--- config.mk ---
export PLATFORM = sky130hd
export DESIGN_NAME = vdg_fetch_timer
export DESIGN_NICKNAME = d
export VERILOG_FILES = /design/src/rtl/vdg_fetch_timer.sv
export SDC_FILE = /design/constraint.sdc
export NUM_CORES = 1
export LEC_CHECK = 0
export ABC_AREA = 1
export CORE_MARGIN = 2
export CORE_UTILIZATION = 52
export CTS_CLUSTER_DIAMETER = 80
export CTS_CLUSTER_SIZE = 14
export DETAILED_ROUTE_END_ITERATION = 16
export PLACE_DENSITY = 0.82
export RECOVER_POWER = 50
export REMOVE_ABC_BUFFERS = 1
export SYNTH_ARGS = -nofsm -noshare
export SYNTH_HDL_FRONTEND = slang
export SYNTH_SLANG_ARGS = --single-unit
--- constraint.sdc ---
create_clock -name clk -period 3.42 [get_ports clk]
set_input_delay 0.513 -clock clk [delete_from_list [all_inputs] [get_ports clk]]
set_output_delay 0.513 -clock clk [all_outputs]
set_load 0.005 [all_outputs]
--- src/rtl/vdg_fetch_timer.sv ---
// Video timing and display-RAM fetch for the pixel shifter: counters, sync/blank, RAM address, byte load strobe.
// Optional VDG_ROW_REPEAT_EN: latched mode[3] shows each display row on two consecutive lines.
module vdg_fetch_timer #(
    parameter int unsigned H_ACTIVE    = 256,
    parameter int unsigned H_TOTAL     = 320,
    parameter int unsigned HSYNC_START = 272,
    parameter int unsigned HSYNC_LEN   = 24,
    parameter int unsigned V_ACTIVE    = 192,
    parameter int unsigned V_TOTAL     = 262,
    parameter int unsigned VSYNC_START = 220,
    parameter int unsigned VSYNC_LEN   = 3,
    parameter int unsigned ADDR_W      = 13
) (
    input  logic              clk,
    input  logic              reset,
    input  logic [3:0]        mode,
    input  logic [ADDR_W-1:0] base_addr,
    input  logic [7:0]        ram_data,
    output logic [ADDR_W-1:0] ram_addr,
    output logic [7:0]        shift_data,
    output logic              load,
    output logic              divider,
    output logic              hsync,
    output logic              vsync,
    output logic              blank
);

    localparam int unsigned HW = $clog2(H_TOTAL);
    localparam int unsigned VW = $clog2(V_TOTAL);

    logic [HW-1:0]     hcount;
    logic [HW-1:0]     hn;
    logic [VW-1:0]     vcount;
    logic [VW-1:0]     vn;
    logic              line_end;
    logic [HW-1:0]     slot_mask;
    logic              h_act;
    logic              v_act;
    logic              last_h;
    logic              frame_issue;
    logic              line_issue;
    logic              mid_issue;
    logic              load_slot;
    logic              border_slot;
    logic [ADDR_W-1:0] line_addr;
    logic              unused_mode;

`ifdef VDG_ROW_REPEAT_EN
    logic row_rep;
    assign unused_mode = ^mode[2:1];
`else
    assign unused_mode = ^mode[3:1];
`endif

    // Next raster position; every registered output describes this position.
    always_comb begin
        line_end = (hcount == HW'(H_TOTAL - 1));
        hn       = line_end ? '0 : hcount + HW'(1);
        vn       = vcount;
        if (line_end) begin
            vn = (vcount == VW'(V_TOTAL - 1)) ? '0 : vcount + VW'(1);
        end
    end

    // Fetch slots: addresses issue one clock before the matching load slot.
    always_comb begin
        slot_mask   = divider ? HW'(3) : HW'(7);
        h_act       = (32'(hn) < H_ACTIVE);
        v_act       = (32'(vn) < V_ACTIVE);
        last_h      = (hn == HW'(H_TOTAL - 1));
        frame_issue = last_h && (vn == VW'(V_TOTAL - 1));
        line_issue  = last_h && ((32'(vn) + 32'd1) < V_ACTIVE);
        mid_issue   = v_act && ((hn & slot_mask) == slot_mask) && ((32'(hn) + 32'd1) < H_ACTIVE);
        load_slot   = v_act && h_act && ((hn & slot_mask) == '0);
        border_slot = v_act && (32'(hn) == H_ACTIVE);
        line_addr   = ram_addr + ADDR_W'(1);
`ifdef VDG_ROW_REPEAT_EN
        // Even line ends: step back one line so the odd line refetches the same row.
        if (row_rep && !vn[0]) begin
            line_addr = line_addr - (divider ? ADDR_W'(H_ACTIVE / 4) : ADDR_W'(H_ACTIVE / 8));
        end
`endif
    end

    always_ff @(posedge clk) begin
        if (reset) begin
            hcount     <= '0;
            vcount     <= '0;
            divider    <= 1'b0;
            ram_addr   <= base_addr;
            shift_data <= '0;
            load       <= 1'b0;
            hsync      <= 1'b0;
            vsync      <= 1'b0;
            blank      <= 1'b1;
        end else begin
            hcount <= hn;
            vcount <= vn;
            if ((hn == '0) && (vn == '0)) begin
                divider <= mode[0];
            end
            // Frame reload takes priority over the line-start issue on the same clock.
            if (frame_issue) begin
                ram_addr <= base_addr;
            end else if (line_issue) begin
                ram_addr <= line_addr;
            end else if (mid_issue) begin
                ram_addr <= ram_addr + ADDR_W'(1);
            end
            load <= load_slot || border_slot;
            if (load_slot) begin
                shift_data <= ram_data;
            end else if (!h_act || !v_act) begin
                shift_data <= '0;
            end
            hsync <= (32'(hn) >= HSYNC_START) && (32'(hn) < (HSYNC_START + HSYNC_LEN));
            vsync <= (32'(vn) >= VSYNC_START) && (32'(vn) < (VSYNC_START + VSYNC_LEN));
            blank <= !h_act || !v_act;
        end
    end

`ifdef VDG_ROW_REPEAT_EN
    always_ff @(posedge clk) begin
        if (reset) begin
            row_rep <= 1'b0;
        end else if ((hn == '0) && (vn == '0)) begin
            row_rep <= mode[3];
        end
    end
`endif

endmodule

==> flow_summary.yaml <==
sta:
  fin_worst_skew_ns: 0.008928
  setup_ws_ns: 0.4935
  worst_pin_slew_ns: 1.179
  fin_crit_sh_pct: 85.57
  fmax_ghz: 0.3417
  slew-limit-headroom_pct: 21.41
  rsz0062_at_grt: "false"
  tns_ns: 0
  hold_viol: 0
  drv_slew: 0
  period_needed_ns: 2.926
  setup_violations: 0
place:
  place_ws_ns: 0.5360
  port_buffers: 49
  place.gp.congestion: 0.8918
  dp_hpwl_um: 4875
  dp_cells: 524
cts:
  clock_latency_ns: 0.30
  cts.sinks: 44
  cts_made_buffers: 5
  clk_pin_slew_ns: 0.08
  cts_tree: "yes"
  cts_resized: 0
  clockBufferDepth: 2
  postCtsSetupRepairBufs: 0
  cts_root_buffer: "clkbuf_8"
  cts-htree-levels: 2
  cts_hold_buf: 0
critical_path:
  critical_path_depth: 11
  worst-path-buf-inv: 0
  cp.arrival_ns: 2.87
  timing.critical_path.mode_cell: "nor2_1"
  cpPeakStageDelay_ns: 0.45
  critPathMaxFanout: 13
  critPathLaunchType: "flop"
  critPathKind: "flop to flop"
  r2r_cells: 11
  crit_path_end_kind: "flop"
  cp_slowest_cell: "dfxtp_1"
  path_delay_family: "simple AND/OR/NAND/NOR gates"
  path_cells: "ha_1, nand2_1, nor2_1, a21oi_1, nor2_1, nand3_1, nor3_2, nand2_4, nand2_2, nor2_1, nand2_1"
  required_ns: 3.36
power_and_ir_drop:
  p_per_area_mw_per_mm2: 328.5
  swShare_pct: 24.10
  comb_power_share_pct: 12.3
  power.leakage_nw: 1.525
  clkPwrFrac_pct: 35.8
  p_total_mw: 1.124
  pwr-share-seq_pct: 51.9
  peakVddDrop_uv: 228.9
  p_int_mw: 0.8532
  p_sw_mw: 0.2709
cells_and_area:
  nets: 494
  final_cell_count_no_fill: 532
  drive_gt1_share_pct: 6.926
  fillers: 468
  final_common_cell: "nand2_1"
  diodes: 0
  syn2layout_area_growth_pct: 23.36
  final_cell_mix: "nand2_1 (130), nor2_1 (51), nand3_1 (46)"
  post-route-util_pct: 66.58
detailed_routing:
  via_count: 2777
  drc: 0
  via_per_inst: 5.220
  ant_nets: 0
  avgRoutedWirePerCell_um: 12.04
  drt_iter0_drc: 165
  dr.pass1.iters: 4
  wl_um: 6407
logic_synthesis:
  synth.distinct_cells: 32
  async_flop_share_pct: 0
  yosys_warnings: 0
  synth-simple-area-share_pct: 41.72
  synthFlopType: "dfxtp_1"
  yosys-mux-area-fraction_pct: 0
  synth_edf_count: 13
  synth.avg_cell_area_um2: 6.766
  synthAdderAreaFrac_pct: 2.706
  synth-seq-cells: 44
  synth_top_family_by_area: "simple AND/OR/NAND/NOR gates"
  synth_compound_area_share_pct: 6.044
  synthXorXnorAreaFrac_pct: 4.420
  synthCells: 410
  ys_seq_area_share_pct: 36.45
  synth_area_mm2: 0.002774
die:
  core_area_mm2: 0.005140
  io_pins: 53
  die-area_mm2: 0.005934
  num_rows: 26
  die_w_um: 77.04
  die_h_um: 77.04
  initial_core_util_pct: 53.97
global_routing:
  antenna_found_initial: 0
  grt_usage_pct: 22.23
  grt_max_degree: 28
  overflow: 0
  grt_pass1_wl_um: 10860
  grt_pass1_vias: 2558
run:
  max_cap_viol_count: 0
worst_hold_path:
  hold_class: "flop to flop"
  min_path_cells: 2
outcome:
  status: "finished clean"
-- worst register-to-register path: cells and delay by family, from the launching register on --
kind | cells | cell delay [ns]
fa+ha+maj | 1 | 0.33
compound gates | 1 | 0.11
flops | 1 | 0.45
simple gates | 9 | 1.67
-- metal layers --
metal  part of all wire (%)  vias to the layer above  routed length (um)  global-route usage, %
li1                       -                     1414                   -                      -
met1                     43                     1283                2781                  26.36
met2                     50                       70                3208                  39.82
met3                    5.1                       10                 326                  4.941
met4                    1.4                        0                  91                  7.143
met5                      0                        -                   0                      0
-- cell type report --
class / instances / area [um2] / share of cell area, %
clock buffers: 5 / 68.82 / 2.011
repair buffers: 52 / 509.2 / 14.88
flip-flops and latches: 44 / 1011 / 29.54
clock inverters: 3 / 42.54 / 1.243
multi-input cells: 310 / 1523 / 44.50
well taps: 70 / 87.58 / 2.559
inverters: 48 / 180.2 / 5.265
-- state kept, by name, indices dropped and copies added, names as in the netlist --
signal      cells
blank           1
vsync           1
divider         1
load            1
shift_data      8
vcount          9
hcount          9
ram_addr       13
hsync           1
-- cells in the mapped netlist, types with 2 or more instances --
master / n / share of area, %
clkinv_1: 2 / 0.27
nand3_1: 46 / 8.3
nand4_1: 5 / 1.1
o21bai_1: 3 / 0.81
edfxtp_1: 13 / 14
nor2_4: 3 / 1.2
buf_6: 4 / 1.6
inv_1: 45 / 6.1
o21ai_1: 6 / 1.1
nor2_1: 51 / 6.9
dfxtp_1: 31 / 22
nor4_1: 2 / 0.45
nand2_2: 7 / 1.6
o21ai_0: 4 / 0.72
clkbuf_1: 4 / 0.54
xor2_1: 10 / 3.2
nor3_1: 6 / 1.1
a21oi_1: 12 / 2.2
nand3_2: 2 / 0.72
nor2_2: 5 / 1.1
nand2_1: 130 / 18
ha_1: 6 / 2.7
xnor2_1: 4 / 1.3
-- power groups by stage --
stage	Clock, mW	Sequential (mW)	Combinational (mW)
floorplan	0	0.594	0.0604
global placement	0	0.595	0.140
detailed placement	0	0.596	0.145
CTS	0.413	0.584	0.146
global route	0.430	0.588	0.153
finish	0.403	0.583	0.138
-- worst paths after layout --
check                                    from       endpoint  slack [ns]
worst min register to register  shift_data[0]  shift_data[0]        0.46
worst max-delay path                hcount[0]    ram_addr[9]        0.49
worst min-delay path            shift_data[0]  shift_data[0]        0.46
worst max register to register      hcount[0]    ram_addr[9]        0.49
-- kinds of logic (layout without fill, tap and decap cells) --
family / after synthesis / after routing
simple gates: 261 / 261
buf+inv: 56 / 108
flops: 44 / 44
compound gates: 29 / 29
xor+xnor: 14 / 14
fa+ha+maj: 6 / 6
-- per-stage QoR --
stage | hold WS [ns] | instance area [um2]
2_1_floorplan | 0.4494 | 2714
3_3_place_gp | 0.4453 | 3314
3_5_place_dp | 0.4563 | 3314
4_1_cts | 0.4689 | 3426
5_1_grt | 0.4930 | 3422
6_report | 0.4643 | 3422
Power figures use the tool's default switching activity.
